$ cat src/rtl/obstacle_alert_ctrl_if.sv
// obstacle_alert_ctrl_if
//   Groups the sensor/buzzer-side signals of obstacle_alert_ctrl.
//   sensor_in  : raw asynchronous sensor lines, 1 = obstacle
//   mute       : synchronous buzzer mute
//   level      : channel i alert level on bits [2i+1:2i]
//   buzz_pulse : per-channel buzzer drive
//   any_alert  : OR of all debounced detect states
//   master modport drives sensor_in/mute; slave modport (the controller) drives the outputs.
interface obstacle_alert_ctrl_if #(
  parameter int unsigned N_CH = 2
);
  logic [N_CH-1:0]   sensor_in;
  logic              mute;
  logic [2*N_CH-1:0] level;
  logic [N_CH-1:0]   buzz_pulse;
  logic              any_alert;

  modport master (
    output sensor_in, mute,
    input  level, buzz_pulse, any_alert
  );

  modport slave (
    input  sensor_in, mute,
    output level, buzz_pulse, any_alert
  );
endinterface

$ cat src/rtl/obstacle_alert_ctrl.sv
// obstacle_alert_ctrl
//   N-channel obstacle alert controller. Each sensor line is synchronised
//   (two flops), debounced, and drives a 2-bit alert level that escalates
//   every ESC_CYCLES cycles of continuous detection up to 3.
//   Ports:
//     clk   : single clock, rising edge
//     rst_n : asynchronous active-low reset
//     bus   : obstacle_alert_ctrl_if.slave (sensor_in, mute, level,
//             buzz_pulse, any_alert)
//   Optional feature macro: OBST_PATTERN_EN
//     defined   : shared prescaler + 3-bit phase turn each level into a
//                 buzzer pattern (off / 1-of-8 / 50 % / continuous)
//     undefined : buzz_pulse = registered (level != 0) & !mute
module obstacle_alert_ctrl #(
  parameter int unsigned N_CH       = 2,
  parameter int unsigned DEB_CYCLES = 4,
  parameter int unsigned ESC_CYCLES = 1000,
  parameter int unsigned TICK_DIV   = 256
) (
  input  logic                 clk,
  input  logic                 rst_n,
  obstacle_alert_ctrl_if.slave bus
);

  if (N_CH < 1 || N_CH > 4 || DEB_CYCLES < 2 || ESC_CYCLES < 2 || TICK_DIV < 2) begin : g_bad_param
    $error("obstacle_alert_ctrl: parameter out of range");
  end

  localparam int unsigned DCW = $clog2(DEB_CYCLES);
  localparam int unsigned ECW = $clog2(ESC_CYCLES);

  localparam logic [DCW-1:0] DCNT_LAST = DCW'(DEB_CYCLES - 1);
  localparam logic [ECW-1:0] ECNT_LAST = ECW'(ESC_CYCLES - 1);

  typedef enum logic [1:0] {
    LVL_0 = 2'd0,
    LVL_1 = 2'd1,
    LVL_2 = 2'd2,
    LVL_3 = 2'd3
  } level_e;

  logic [N_CH-1:0] sync1_q, sync1_d;
  logic [N_CH-1:0] sync2_q, sync2_d;
  logic [N_CH-1:0] deb_q,   deb_d;
  logic [DCW-1:0]  dcnt_q [N_CH];
  logic [DCW-1:0]  dcnt_d [N_CH];
  logic [ECW-1:0]  ecnt_q [N_CH];
  logic [ECW-1:0]  ecnt_d [N_CH];
  level_e          lvl_q  [N_CH];
  level_e          lvl_d  [N_CH];
  logic [N_CH-1:0] buzz_q,  buzz_d;
  logic            any_alert_q, any_alert_d;

  // Synchroniser, debounce and level escalation
  always_comb begin
    sync1_d = bus.sensor_in;
    sync2_d = sync1_q;
    deb_d   = deb_q;
    for (int unsigned i = 0; i < N_CH; i++) begin
      dcnt_d[i] = dcnt_q[i];
      ecnt_d[i] = ecnt_q[i];
      lvl_d[i]  = lvl_q[i];

      // Any sample agreeing with deb restarts the count, so only an
      // unbroken run of DEB_CYCLES differing samples flips deb.
      if (sync2_q[i] != deb_q[i]) begin
        if (dcnt_q[i] == DCNT_LAST) begin
          deb_d[i]  = sync2_q[i];
          dcnt_d[i] = '0;
        end else begin
          dcnt_d[i] = dcnt_q[i] + DCW'(1);
        end
      end else begin
        dcnt_d[i] = '0;
      end

      if (!deb_q[i]) begin
        lvl_d[i]  = LVL_0;
        ecnt_d[i] = '0;
      end else begin
        unique case (lvl_q[i])
          LVL_0: begin
            lvl_d[i]  = LVL_1;
            ecnt_d[i] = '0;
          end
          LVL_1, LVL_2: begin
            if (ecnt_q[i] == ECNT_LAST) begin
              lvl_d[i]  = (lvl_q[i] == LVL_1) ? LVL_2 : LVL_3;
              ecnt_d[i] = '0;
            end else begin
              ecnt_d[i] = ecnt_q[i] + ECW'(1);
            end
          end
          LVL_3: begin
            ecnt_d[i] = '0;
          end
          default: begin
            lvl_d[i]  = LVL_0;
            ecnt_d[i] = '0;
          end
        endcase
      end
    end
    any_alert_d = |deb_q;
  end

`ifdef OBST_PATTERN_EN
  localparam int unsigned PCW = $clog2(TICK_DIV);
  localparam logic [PCW-1:0] PCNT_LAST = PCW'(TICK_DIV - 1);

  logic [PCW-1:0] pcnt_q, pcnt_d;
  logic [2:0]     phase_q, phase_d;
  logic           tick;

  always_comb begin
    tick    = (pcnt_q == PCNT_LAST);
    pcnt_d  = tick ? '0 : pcnt_q + PCW'(1);
    phase_d = tick ? phase_q + 3'd1 : phase_q;
    buzz_d  = '0;
    for (int unsigned i = 0; i < N_CH; i++) begin
      unique case (lvl_q[i])
        LVL_0:   buzz_d[i] = 1'b0;
        LVL_1:   buzz_d[i] = (phase_q == 3'd0);
        LVL_2:   buzz_d[i] = phase_q[0];
        LVL_3:   buzz_d[i] = 1'b1;
        default: buzz_d[i] = 1'b0;
      endcase
    end
    if (bus.mute) begin
      buzz_d = '0;
    end
  end

  always_ff @(posedge clk or negedge rst_n) begin
    if (!rst_n) begin
      pcnt_q  <= '0;
      phase_q <= '0;
    end else begin
      pcnt_q  <= pcnt_d;
      phase_q <= phase_d;
    end
  end
`else
  always_comb begin
    buzz_d = '0;
    for (int unsigned i = 0; i < N_CH; i++) begin
      buzz_d[i] = (lvl_q[i] != LVL_0) && !bus.mute;
    end
  end
`endif

  always_ff @(posedge clk or negedge rst_n) begin
    if (!rst_n) begin
      sync1_q     <= '0;
      sync2_q     <= '0;
      deb_q       <= '0;
      buzz_q      <= '0;
      any_alert_q <= 1'b0;
      for (int unsigned i = 0; i < N_CH; i++) begin
        dcnt_q[i] <= '0;
        ecnt_q[i] <= '0;
        lvl_q[i]  <= LVL_0;
      end
    end else begin
      sync1_q     <= sync1_d;
      sync2_q     <= sync2_d;
      deb_q       <= deb_d;
      buzz_q      <= buzz_d;
      any_alert_q <= any_alert_d;
      for (int unsigned i = 0; i < N_CH; i++) begin
        dcnt_q[i] <= dcnt_d[i];
        ecnt_q[i] <= ecnt_d[i];
        lvl_q[i]  <= lvl_d[i];
      end
    end
  end

  always_comb begin
    bus.level = '0;
    for (int unsigned i = 0; i < N_CH; i++) begin
      bus.level[2*i +: 2] = lvl_q[i];
    end
    bus.buzz_pulse = buzz_q;
    bus.any_alert  = any_alert_q;
  end

endmodule
$ cat src/flat_wrapper.sv
// flat-port wrapper written by rule: the top's interface ports become plain ports
module obstacle_alert_ctrl_flat 
#(
  parameter int unsigned N_CH       = 2,
  parameter int unsigned DEB_CYCLES = 4,
  parameter int unsigned ESC_CYCLES = 1000,
  parameter int unsigned TICK_DIV   = 256
)
  (clk, rst_n, bus_sensor_in, bus_mute, bus_level, bus_buzz_pulse, bus_any_alert);
  obstacle_alert_ctrl_if #(.N_CH(N_CH)) bus_i ();
  input  logic clk;
  input  logic rst_n;
  input wire logic [$bits(bus_i.sensor_in)-1:0] bus_sensor_in;
  input wire logic [$bits(bus_i.mute)-1:0] bus_mute;
  output wire logic [$bits(bus_i.level)-1:0] bus_level;
  output wire logic [$bits(bus_i.buzz_pulse)-1:0] bus_buzz_pulse;
  output wire logic [$bits(bus_i.any_alert)-1:0] bus_any_alert;
  assign bus_i.sensor_in = bus_sensor_in;
  assign bus_i.mute = bus_mute;
  assign bus_level = bus_i.level;
  assign bus_buzz_pulse = bus_i.buzz_pulse;
  assign bus_any_alert = bus_i.any_alert;
  obstacle_alert_ctrl #(.N_CH(N_CH), .DEB_CYCLES(DEB_CYCLES), .ESC_CYCLES(ESC_CYCLES), .TICK_DIV(TICK_DIV)) u_core (.clk(clk), .rst_n(rst_n), .bus(bus_i));
endmodule
$ cat config.mk
export PLATFORM = sky130hd
export DESIGN_NAME = obstacle_alert_ctrl_flat
export DESIGN_NICKNAME = d
export VERILOG_FILES = /design/src/rtl/obstacle_alert_ctrl_if.sv /design/src/rtl/obstacle_alert_ctrl.sv /design/src/flat_wrapper.sv
export SDC_FILE = /design/constraint.sdc
export NUM_CORES = 1
export LEC_CHECK = 0
export CAP_MARGIN = 20
export CORE_MARGIN = 1
export CORE_UTILIZATION = 62
export DETAILED_ROUTE_END_ITERATION = 10
export PLACE_DENSITY = 0.83
export SETUP_SLACK_MARGIN = 0.1
export SKIP_CTS_REPAIR_TIMING = 1
export SYNTH_ARGS = -nofsm -noshare
export SYNTH_HDL_FRONTEND = slang
export SYNTH_SLANG_ARGS = --single-unit
$ cat constraint.sdc
create_clock -name clk -period 3.7 [get_ports clk]
set_input_delay 0.74 -clock clk [delete_from_list [all_inputs] [get_ports clk]]
set_output_delay 0.74 -clock clk [all_outputs]
set_load 0.01 [all_outputs]
==> results of run 1 <==
==> cell type report <==
class	instances	area (um^2)	share of cell area, %
tap	30	37.5	1.94
timing repair buffer	12	118	6.08
sequential	37	926	47.9
multi-input combinational	116	769	39.8
clock buffer	8	48.8	2.52
inverter	9	33.8	1.75
==> power groups by stage <==
stage / registers (W) / logic (W) / clock network, W
global placement: 0.000516 / 0.000213 / 0
finish: 0.000515 / 0.000227 / 0.000199
detailed placement: 0.000523 / 0.000227 / 0
CTS: 0.000514 / 0.000232 / 0.000206
floorplan: 0.000501 / 0.000165 / 0
global route: 0.000525 / 0.000258 / 0.000225
==> flip-flops by register name, indices dropped and copies added (netlist names) <==
name,flops
u_core.bus.any_alert,1
u_core.bus.buzz_pulse,2
u_core.bus.level,4
u_core.dcnt_q,4
u_core.deb_q,2
u_core.ecnt_q,20
u_core.sync1_q,2
u_core.sync2_q,2
==> cells in the mapped netlist (all sizes together) (3+ instances only) <==
cell / instances / area share, %
a21oi: 7 / 2.0
nor2b: 3 / 1.1
inv: 9 / 1.9
dfrtp: 37 / 53
and4: 3 / 1.5
nand2: 9 / 1.9
ha: 9 / 6.5
nor2: 23 / 5.0
xnor2: 8 / 4.0
nand3: 15 / 5.3
nand4: 4 / 1.4
o21ai: 4 / 1.4
xor2: 4 / 2.0
nor3: 8 / 2.3
==> per-stage QoR <==
stage / hold slack, ns / std cells / util (%)
2_1_floorplan: 0.331 / 164 / -
3_3_place_gp: 0.337 / 204 / 73.4
3_5_place_dp: 0.343 / 204 / 73.4
4_1_cts: 0.366 / 212 / 75.3
5_1_grt: 0.366 / 212 / 75.3
6_report: 0.362 / 212 / 75.3
==> routing by layer <==
layer  track usage [%]  up-vias  routed length [um]
met5                 0        -                   0
met4              10.4        0                  27
met3              8.74        4                 152
met2              39.2       30                1450
met1              27.9      576                1340
li1                  -      602                   -
==> cells by family (layout without fill, tap and decap cells) <==
group,count (synthesis),count (layout)
mux,3,3
fa+ha+maj,9,9
xor+xnor,12,12
simple gates,74,74
compound gates,18,18
flops,37,37
buf+inv,11,29
==> how the worst max path moves through the flow <==
stage / cells past startpoint / end / slack (ns) / startpoint
floorplan: 5 / u_core.ecnt_q[3]$_DFF_PN0_ / 2.31 / u_core.ecnt_q[0]$_DFF_PN0_
global route: 1 / bus_level[2] / 1.57 / u_core.bus.level[2]$_DFFE_PN0P_
CTS: 1 / bus_level[2] / 1.62 / u_core.bus.level[2]$_DFFE_PN0P_
detailed placement: 1 / bus_level[0] / 2.00 / u_core.bus.level[0]$_DFFE_PN0P_
finish: 1 / bus_level[0] / 1.63 / u_core.bus.level[0]$_DFFE_PN0P_
global placement: 1 / bus_level[0] / 2.03 / u_core.bus.level[0]$_DFFE_PN0P_
==> metrics, run 1 <==
crit path max fanout=5; routed vias=1,212; switching fraction of total power=30.8%; CTS root buf=clkbuf_4; Post-route DRC=0; Crit Reg-Reg Startpoint=u_core.ecnt_q[0]$_DFF_PN0_; crit-path max cell delay=0.57 ns; final critical-path setup slack=1.63 ns; area of the core=2570 um^2; required time of the critical path=2.96 ns; Worst Hold Class=flip-flop to flip-flop; clock skew=0.00913 ns; Critical Path, Cell by Cell=clkdlybuf4s50_1; DP HPWL=2100 um; GRT Total Usage=23.8%; WL per Instance=14.0 um; Crit path buffers/inverters=1; XOR/XNOR Fraction of Synth Area=6.04%; Gate Count Post-Synth=164; flop2flop setup slack=2.13 ns; most frequent cells in the layout=37 x dfrtp_1, 23 x nor2_1, 13 x nand3_1, 11 x clkdlybuf4s50_1; post-synthesis compound-gate area fraction=7.12%; global-route wire length before repair=4840 um; Slowest cell on crit path=clkdlybuf4s50_1; Max Root-Sink Buffers=2; die height=55.0 um; Overflow after GRT=0; unrepaired setup endpoints after global routing=false; ys flop type=dfrtp_1; Layout Nets=195; initial antenna violation count=0; final wirelength=2970 um; Hold Path Cell Cnt=0; Die Width=55.0 um; CTS Buf Count=5; CP endpoint kind=primary output; Syn Nets=178; H-tree Lvls=2; number of flops mapped to enable cells by yosys=0; Synth Area in Simple Gates=22.7%; Hold Path Sink=u_core.sync2_q[0]$_DFF_PN0_; synth warn=0; Final Max Tran Viols=0; final setup vio count=0; total of max-cap violations=0; hold path startpoint=u_core.sync1_q[0]$_DFF_PN0_; syn_area_per_cell=10.6 um^2; initial core utilization=67.8%; # clock sinks=37; WP data arrival=1.33 ns; Sequential Power Share=54.7%; startpoint types=flip-flop; IO buf count=11; Clk Latency, worst-skew pair=0.33 ns; TritonRoute pass-1 iters=4; clock group share of total power=21.1%; vias in the first global route=1,156; CTS tree=done; setup_tns=0 ns; largest family of logic cells by synthesized area=simple AND/OR/NAND/NOR gates; Rows=18; slew margin rel.=69.8%; register bit total from synthesis=37; Pint=0.000652 W; Final period util=56.0%; IO Count=12; Final min period=2.07 ns; Cell Pwr Density=487 nW/um^2; FILL cells=173; final hold violation count=0; Unique masters post-synth=35; Top Family by Delay on Critical Path=buffers and inverters; Critical R2R Capture=u_core.ecnt_q[3]$_DFF_PN0_; layout overhead on the synthesized area=11.1%; Vias/cell=5.72; DP Area=1880 um^2; final instance area=1930 um^2; Seq/Total Area, Yosys=53.2%; WS Path Type=flip-flop to primary output; combinational group share of total power=24.2%; most common cell after layout, fill and taps aside=dfrtp_1; multiplexer area fraction after synthesis=1.87%; Adder-Cell Fraction of Synth Area=6.47%; reg2reg path depth=5; mapped cell area=1740 um^2; slew of the pin with the lowest slew margin=0.452 ns; status=completed; Ant. Diodes=0; layout cells sized above 1=9.34%; maximum clock rate=483 MHz; Synth async-reset ratio=100%; clock slew at reported path FFs=0.10 ns; worst slack, placed=2.00 ns; DIE AREA=3020 um^2; Power Total=0.000941 W; largest net degree at the start of global routing=38; ANT nets after route=0; GP Congestion=0.821; DR iter-0 viols=19; Leak Pwr=0.810 nW; IR drop worst, VDD=0.000462 V; Psw=0.000289 W
Note: power is estimated with default switching activity, not from simulation.
==> run 2, diff against run 1 <==
- CORE_UTILIZATION: 62 -> 57
- PLACE_DENSITY: 0.83 -> 0.78
- clock period: 3.7 -> 2.1 ns (I/O delays scaled with it)
==> metrics, run 2 (same netlist as run 1, synthesis figures left out) <==
largest net degree at the start of global routing=38 (unchanged); die height=57.3 um (was 55.0 um); WL per Instance=13.9 um (was 14.0 um); TritonRoute pass-1 iters=7 (was 4); max FFs per register=20 (unchanged); final wirelength=2950 um (was 2970 um); DP Cell Count=205 (was 204); FILL cells=230 (was 173); Multi-input gate area=769 um^2 (unchanged); final hold violation count=0 (unchanged); Final period util=83.6%; CTS Buf Count=5 (unchanged); Clk Latency, worst-skew pair=0.34 ns (was 0.33 ns); final critical-path setup slack=0.345 ns (was 1.63 ns); clock slew at reported path FFs=0.12 ns (was 0.10 ns); crit path max fanout=5 (unchanged); slew of the pin with the lowest slew margin=0.444 ns (was 0.452 ns); vias in the first global route=1,280 (was 1,156); Critical Path, Cell by Cell=clkdlybuf4s50_1 (unchanged); unrepaired setup endpoints after global routing=false (unchanged); IR drop worst, VDD=0.000481 V (was 0.000462 V); maximum clock rate=570 MHz; Cell Pwr Density=912 nW/um^2 (was 487 nW/um^2); CTS tree=done (unchanged); Ant. Diodes=0 (unchanged); most frequent cells in the layout=37 x dfrtp_1, 23 x nor2_1, 13 x nand3_1, 11 x clkdlybuf4s50_1 (unchanged); Slowest cell on crit path=clkdlybuf4s50_1 (unchanged); DP HPWL=2080 um (was 2100 um); Die Width=57.3 um (was 55.0 um); routed vias=1,196 (was 1,212); Max Root-Sink Buffers=2 (unchanged); IO buf count=11 (unchanged); ANT nets after route=0 (unchanged); Leak Pwr=0.825 nW (was 0.810 nW); Top Family by Delay on Critical Path=buffers and inverters (unchanged); Crit path buffers/inverters=1 (unchanged); Layout Nets=195 (unchanged); H-tree Lvls=2 (unchanged); # clock sinks=37 (unchanged); GRT Total Usage=21.3% (was 23.8%); Hold Path Cell Cnt=0 (unchanged); required time of the critical path=1.68 ns (was 2.96 ns); worst slack, placed=0.560 ns (was 2.00 ns); final setup vio count=0 (unchanged); status=finished, violations left (was completed); crit-path max cell delay=0.56 ns (was 0.57 ns); global-route wire length before repair=5180 um (was 4840 um); WS Path Type=flip-flop to primary output (unchanged); clock skew=0.0142 ns (was 0.00913 ns); Vias/cell=5.62 (was 5.72); DIE AREA=3280 um^2 (was 3020 um^2); initial antenna violation count=0 (unchanged); Worst Hold Class=flip-flop to flip-flop (unchanged); Stages on worst setup path=1 (unchanged); register area=926 um^2 (unchanged); initial core utilization=61.5% (was 67.8%); layout overhead on the synthesized area=13.2% (was 11.1%); IO Count=12 (unchanged); Rows=19 (was 18); total of max-cap violations=0 (unchanged); startpoint types=flip-flop (unchanged); Overflow after GRT=0 (unchanged); Post-route DRC=4 (was 0); CTS root buf=clkbuf_4 (unchanged); GP Congestion=0.801 (was 0.821); failing checks=DRC; largest register by flop count=u_core.ecnt_q (unchanged); reg2reg path depth=6 (was 5); DP Area=1890 um^2 (was 1880 um^2); most common cell after layout, fill and taps aside=dfrtp_1 (unchanged); final instance area=1970 um^2 (was 1930 um^2); CP endpoint kind=primary output (unchanged); post-route non-filler standard cell count=213 (was 212); Final Max Tran Viols=0 (unchanged); area of the core=2830 um^2 (was 2570 um^2); setup_tns=0 ns (unchanged); slew margin rel.=70.4% (was 69.8%); Final min period=1.75 ns; layout cells sized above 1=11.0% (was 9.34%); WP data arrival=1.33 ns (about the same); DR iter-0 viols=32 (was 19)
[run 2: cell count changes in the layout (fill, tap and decap cells not counted)]
cell / delta
clkbuf_1: -3
clkinv_4: +1
bufinv_16: +1
clkinvlp_4: +1
[run 2: where the power goes]
| part | total, W | internal [W] | switching, W |
|---|---|---|---|
| Clock | 0.000501 | 0.000252 | 0.000249 |
| Combinational | 0.000390 | 0.000202 | 0.000188 |
| Sequential | 0.000904 | 0.000809 | 0.0000946 |
[run 2: through the flow]
stage | power (W) | hold slack [ns] | utilization [%]
floorplan | 0.00117 | 0.124 | -
global placement | 0.00128 | 0.335 | 66.7
detailed placement | 0.00131 | 0.342 | 66.7
CTS | 0.00181 | 0.368 | 69.6
global route | 0.00191 | 0.369 | 69.6
finish | 0.00180 | 0.374 | 69.6
[run 2: routing by layer]
layer / GRT usage (%) / share of wire, % / vias to the layer above
met5: 0 / 0 / -
met2: 36.1 / 50 / 16
met4: 10.1 / 0.78 / 0
li1: - / - / 604
met3: 6.80 / 3.8 / 2
met1: 24.4 / 45 / 574
[run 2: worst paths after layout]
path | start | to | slack (ns)
worst max register to register | u_core.bus.level[0]$_DFFE_PN0P_ | u_core.bus.level[0]$_DFFE_PN0P_ | 0.55
worst min register to register | u_core.sync1_q[1]$_DFF_PN0_ | u_core.sync2_q[1]$_DFF_PN0_ | 0.37
max in group asynchronous | rst_n | u_core.ecnt_q[5]$_DFF_PN0_ | 1.30
min in group asynchronous | rst_n | u_core.ecnt_q[7]$_DFF_PN0_ | 0.47
worst min-delay path | u_core.sync1_q[1]$_DFF_PN0_ | u_core.sync2_q[1]$_DFF_PN0_ | 0.37
worst max-delay path | u_core.bus.level[0]$_DFFE_PN0P_ | bus_level[0] | 0.35
[run 2: final cells by class]
cell class	count	area share [%]
repair buffers	12	5.97
inverters	9	1.72
well taps	31	1.97
flip-flops and latches	37	47.0
multi-input cells	116	39.1
clock buffers	5	1.91
clock inverters	3	2.35
==> run 3, diff against run 2 <==
- CORE_UTILIZATION: 57 -> 52
- PLACE_DENSITY: 0.78 -> 0.75
- clock period: 2.1 -> 1.58 ns (I/O delays scaled with it)
==> metrics, run 3 (same netlist as run 1, synthesis figures left out) <==
Critical Path, Cell by Cell=ha_4 > nand2_2 > or3_4 > o21ai_4 > nor2_1 (was clkdlybuf4s50_1); CP Capture Point=u_core.ecnt_q[6]$_DFF_PN0_ (was bus_level[0]); most common cell after layout, fill and taps aside=dfrtp_1 (unchanged); Final min period=1.48 ns; DIE AREA=3580 um^2 (was 3280 um^2); layout overhead on the synthesized area=23.9% (was 13.2%); IR drop worst, VDD=0.000522 V (was 0.000481 V); Final Max Tran Viols=0 (unchanged); Multi-input gate area=881 um^2 (was 769 um^2); largest net degree at the start of global routing=38 (unchanged); most frequent cells in the layout=35 x dfrtp_1, 20 x nor2_1, 12 x nand3_1, 9 x inv_1, 8 x xnor2_1 (was 37 x dfrtp_1, 23 x nor2_1, 13 x nand3_1, 11 x clkdlybuf4s50_1); Overflow after GRT=0 (unchanged); reg2reg path depth=5 (was 6); DP Area=1910 um^2 (was 1890 um^2); final wirelength=3320 um (was 2950 um); maximum clock rate=675 MHz; final instance area=2160 um^2 (was 1970 um^2); # clock sinks=37 (unchanged); final hold violation count=0 (unchanged); status=completed (was finished, violations left); max FFs per register=20 (unchanged); IO Count=12 (unchanged); clock skew=0.00646 ns (was 0.0142 ns); CP endpoint kind=flip-flop (was primary output); Clk Latency, worst-skew pair=0.34 ns (about the same); crit path max fanout=5 (unchanged); slew margin rel.=74.9% (was 70.4%); IO buf count=11 (unchanged); Leak Pwr=0.967 nW (was 0.825 nW); crit-path max cell delay=0.42 ns (was 0.56 ns); final setup vio count=0 (unchanged); die height=59.9 um (was 57.3 um); TritonRoute pass-1 iters=4 (was 7); startpoint types=flip-flop (unchanged); Final period util=93.7%; Max Root-Sink Buffers=2 (unchanged); Rows=20 (was 19); FILL cells=252 (was 230); GP Congestion=0.777 (was 0.801); area of the core=3100 um^2 (was 2830 um^2); Layout Nets=201 (was 195); CTS tree=done (unchanged); ANT nets after route=0 (unchanged); Critical R2R Capture=u_core.ecnt_q[6]$_DFF_PN0_ (was u_core.bus.level[0]$_DFFE_PN0P_); CTS root buf=clkbuf_4 (unchanged); Post-route DRC=0 (was 4); global-route wire length before repair=5240 um (was 5180 um); Worst Hold Class=input port to asynchronous set/reset pin (was flip-flop to flip-flop); WL per Instance=14.3 um (was 13.9 um); Vias/cell=5.50 (was 5.62); register area=928 um^2 (was 926 um^2); H-tree Lvls=2 (unchanged); slew of the pin with the lowest slew margin=0.375 ns (was 0.444 ns); CTS Buf Count=5 (unchanged); required time of the critical path=1.81 ns (was 1.68 ns); Cell Pwr Density=1120 nW/um^2 (was 912 nW/um^2); flop2flop setup slack=0.1 ns (was 0.55 ns); DP HPWL=2220 um (was 2080 um); WS Path Type=flip-flop to flip-flop (was flip-flop to primary output); WP data arrival=1.71 ns (was 1.33 ns); initial core utilization=56.1% (was 61.5%); total of max-cap violations=0 (unchanged); CP startpoint=u_core.ecnt_q[1]$_DFF_PN0_ (was u_core.bus.level[0]$_DFFE_PN0P_); Die Width=59.9 um (was 57.3 um); GRT Total Usage=20.4% (was 21.3%); unrepaired setup endpoints after global routing=true (was false); DR iter-0 viols=45 (was 32); initial antenna violation count=0 (unchanged); vias in the first global route=1,232 (was 1,280); largest register by flop count=u_core.ecnt_q (unchanged); routed vias=1,275 (was 1,196); Crit Reg-Reg Startpoint=u_core.ecnt_q[1]$_DFF_PN0_ (was u_core.bus.level[0]$_DFFE_PN0P_); utilization after layout=69.5% (was 69.6%); layout cells sized above 1=22.9% (was 11.0%); clock slew at reported path FFs=0.11 ns (was 0.12 ns); Ant. Diodes=0 (unchanged); Slowest cell on crit path=dfrtp_1 (was clkdlybuf4s50_1)
## run 3: cell count changes in the layout (fill, tap and decap cells not counted), sizes merged
cell	change
buf	+6
bufinv	-1
clkbuf	+1
clkdlybuf4s50	-7
clkinv	+1
clkinvlp	-1
dlymetal6s2s	+7
## run 3: worst min path at each step
stage                                            from                             end  slack, ns  depth (start not counted)
after global placement    u_core.sync1_q[1]$_DFF_PN0_     u_core.sync2_q[1]$_DFF_PN0_       0.33                          0
after CTS                                       rst_n      u_core.dcnt_q[2]$_DFF_PN0_       0.32                          2
after floorplan                                 rst_n  u_core.bus.any_alert$_DFF_PN0_       0.02                          0
after global routing                            rst_n      u_core.ecnt_q[6]$_DFF_PN0_       0.33                          2
final                                           rst_n      u_core.ecnt_q[9]$_DFF_PN0_       0.33                          2
after detailed placement  u_core.sync1_q[1]$_DFF_PN0_     u_core.sync2_q[1]$_DFF_PN0_       0.34                          0
## run 3: stage by stage
stage | hold WS [ns] | std cells | power (W) | TNS [ns] | setup WS, ns
5_1_grt | 0.328 | 232 | 0.00257 | 0 | 0.0209
3_3_place_gp | 0.335 | 218 | 0.00171 | 0 | 0.111
4_1_cts | 0.325 | 226 | 0.00229 | -0.293 | -0.115
2_1_floorplan | 0.0204 | 164 | 0.00156 | 0 | 0.191
3_5_place_dp | 0.338 | 218 | 0.00176 | 0 | 0.0446
6_report | 0.331 | 232 | 0.00242 | 0 | 0.0991
## run 3: critical path: cells and delay by family, from the launching register on
| kind | cells | cell delay [ns] |
|---|---|---|
| DFF | 1 | 0.42 |
| AOI/OAI and AO/OA | 1 | 0.22 |
| adders and majority gates | 1 | 0.18 |
| and+or+nand+nor | 3 | 0.56 |
## run 3: cell type report
class                   instances  share of cell area (%)
clock buffers                   6                    2.38
clock inverters                 2                   0.638
inverters                       9                    1.57
multi-input cells             116                    40.9
flip-flops and latches         37                    43.1
well taps                      44                    2.55
repair buffers                 18                    8.94
## run 3: power breakdown
| part | total (W) | switching [W] | leakage [nW] | internal [W] |
|---|---|---|---|---|
| clock | 0.000532 | 0.000315 | 0.0382 | 0.000217 |
| sequential | 0.00121 | 0.000131 | 0.489 | 0.00108 |
| combinational | 0.000678 | 0.000325 | 0.439 | 0.000352 |
## run 3: per-layer routing
metal	global-route usage [%]	vias up	part of all wire [%]
met5	0	-	0
met4	12.0	0	1.7
met3	4.76	6	4.9
met2	34.9	31	51
met1	23.1	626	42
li1	-	612	-
==> RTL change, RTL diff (flow settings as in run 3) <==
`DEB_CYCLES` is set to 4 in 2 places; all go to 8.
--- a/src/rtl/obstacle_alert_ctrl.sv
+++ b/src/rtl/obstacle_alert_ctrl.sv
@@ -13,7 +13,7 @@
 //     undefined : buzz_pulse = registered (level != 0) & !mute
 module obstacle_alert_ctrl #(
   parameter int unsigned N_CH       = 2,
-  parameter int unsigned DEB_CYCLES = 4,
+  parameter int unsigned DEB_CYCLES = 8,
   parameter int unsigned ESC_CYCLES = 1000,
   parameter int unsigned TICK_DIV   = 256
 ) (
--- a/src/flat_wrapper.sv
+++ b/src/flat_wrapper.sv
@@ -2,7 +2,7 @@
 module obstacle_alert_ctrl_flat 
 #(
   parameter int unsigned N_CH       = 2,
-  parameter int unsigned DEB_CYCLES = 4,
+  parameter int unsigned DEB_CYCLES = 8,
   parameter int unsigned ESC_CYCLES = 1000,
   parameter int unsigned TICK_DIV   = 256
 )
Function: changed (Yosys sat finds a counterexample within 10 cycles, from zero or initial values and one cycle with rst_n low).
==> RTL change against run 3 <==
The run now ends with hold timing left; wire length grew 7.1%; final area grew 2.9%; sequential cell count grew 2; worst setup slack gained 47 ps; non-clock buffer count grew 5; total power shrank 2.7%; maximum frequency grew 3.3%; synthesized area grew 4.9%.
==> RTL change: results <==
metrics = {
    "run_status": {
        "outcome": "finished with violations",
        "violations": "hold timing",
    },
    "synth": {
        "ys_types": 37,
        "synth_area_leaders": "dfrtp_1 (53%), ha_1 (7.5%), nor2_1 (4.3%)",
        "async_reset_ff_share_pct": 100,
        "synth.top_cells.by_count": "dfrtp_1 (39), nor2_1 (21), nand3_1 (13)",
        "syn-num-nets": 185,
        "synthCells": 169,
        "ys_seq_area_share_pct": 53.5,
    },
    "global_routing": {
        "use_met3_pct": 5.04,
        "gr-usage-all-layers_pct": 19.2,
        "antenna_found_initial": 0,
        "grt_util_met1_pct": 20.8,
        "grt_max_degree": 40,
        "use_met2_pct": 34.6,
        "grt_pass1_vias": 1262,
        "grt_first_pass_wirelength_mm": 5.20,
    },
    "timing": {
        "relSlewSlack_pct": 67.6,
        "hold_slack_ps": -15.7,
        "hold_viol_final": 7,
        "fin_ws_ps": 146,
        "fin_skew_ps": 13.6,
    },
    "place": {
        "hpwlAfterDp_mm": 2.29,
        "io_buffer_count": 11,
        "dpl_worst_slack_ps": 65.3,
        "placed_area_mm2": 0.00200,
        "place_congestion": 0.789,
        "place_inst": 226,
    },
    "detailed_routing": {
        "route.met3.wl_um": 129,
        "wl_met1_mm": 1.46,
        "dr_wl_met2_mm": 1.90,
        "wire_per_inst_um": 14.6,
        "drt_pass1_iterations": 5,
        "drt_iter0_drc": 86,
        "routed.top_layer": "met4",
        "num_vias": 1354,
    },
    "hold_path": {
        "hp-class": "in -> async",
    },
    "power": {
        "p_leak_nw": 1.09,
        "ir_drop_v": 0.000485,
    },
    "critical_path": {
        "reg2reg_depth": 4,
        "cp.arrival_ps": 1700,
        "critical-path-top-delay-family": "simple AND/OR/NAND/NOR gates",
        "timing.rr.start": "u_core.ecnt_q[4]",
        "worstPathMaxFanout": 4,
        "cp-endpoint": "u_core.bus.level[2]",
        "crit_path_start_kind": "flip-flop",
        "cpPeakStageDelay_ps": 440,
    },
    "final_layout": {
        "largest-register": "u_core.ecnt_q",
        "fin_nets": 213,
        "fillers": 254,
        "fin_cells": 244,
        "n_antenna_cell": 0,
        "largest_reg_flops": 20,
        "layout-drive-gt1-share_pct": 22.7,
    },
    "clocking": {
        "cts-root-buf": "clkbuf_4",
        "cts_buffer_depth": 2,
        "numCtsBuffers": 5,
        "clk_pin_slew_ps": 120,
        "htree_levels": 2,
    },
}
-- RTL change: where the power goes --
group	switching [mW]	internal, mW
Combinational	0.275	0.336
Clock	0.332	0.172
Sequential	0.113	1.12
Total	0.721	1.63
-- RTL change: cell families (layout without fill, tap and decap cells) --
family	after synthesis	in the layout	share of synthesized area [%]
AOI/OAI and AO/OA	18	18	6.99
xor gates and xnor gates	12	12	5.76
adders and majority gates	11	11	7.54
buffers and inverters	10	39	2.06
DFF	39	39	53.5
muxes	3	3	1.78
and+or+nand+nor	76	76	22.4
-- RTL change: layout make-up --
class / instances / area, um^2 / area share (%)
clock buffers: 6 / 41.3 / 1.86
multi-input cells: 120 / 888 / 40.0
inverters: 8 / 30.0 / 1.35
clock inverters: 2 / 12.5 / 0.564
well taps: 46 / 57.6 / 2.59
repair buffers: 23 / 213 / 9.59
flip-flops and latches: 39 / 976 / 44.0
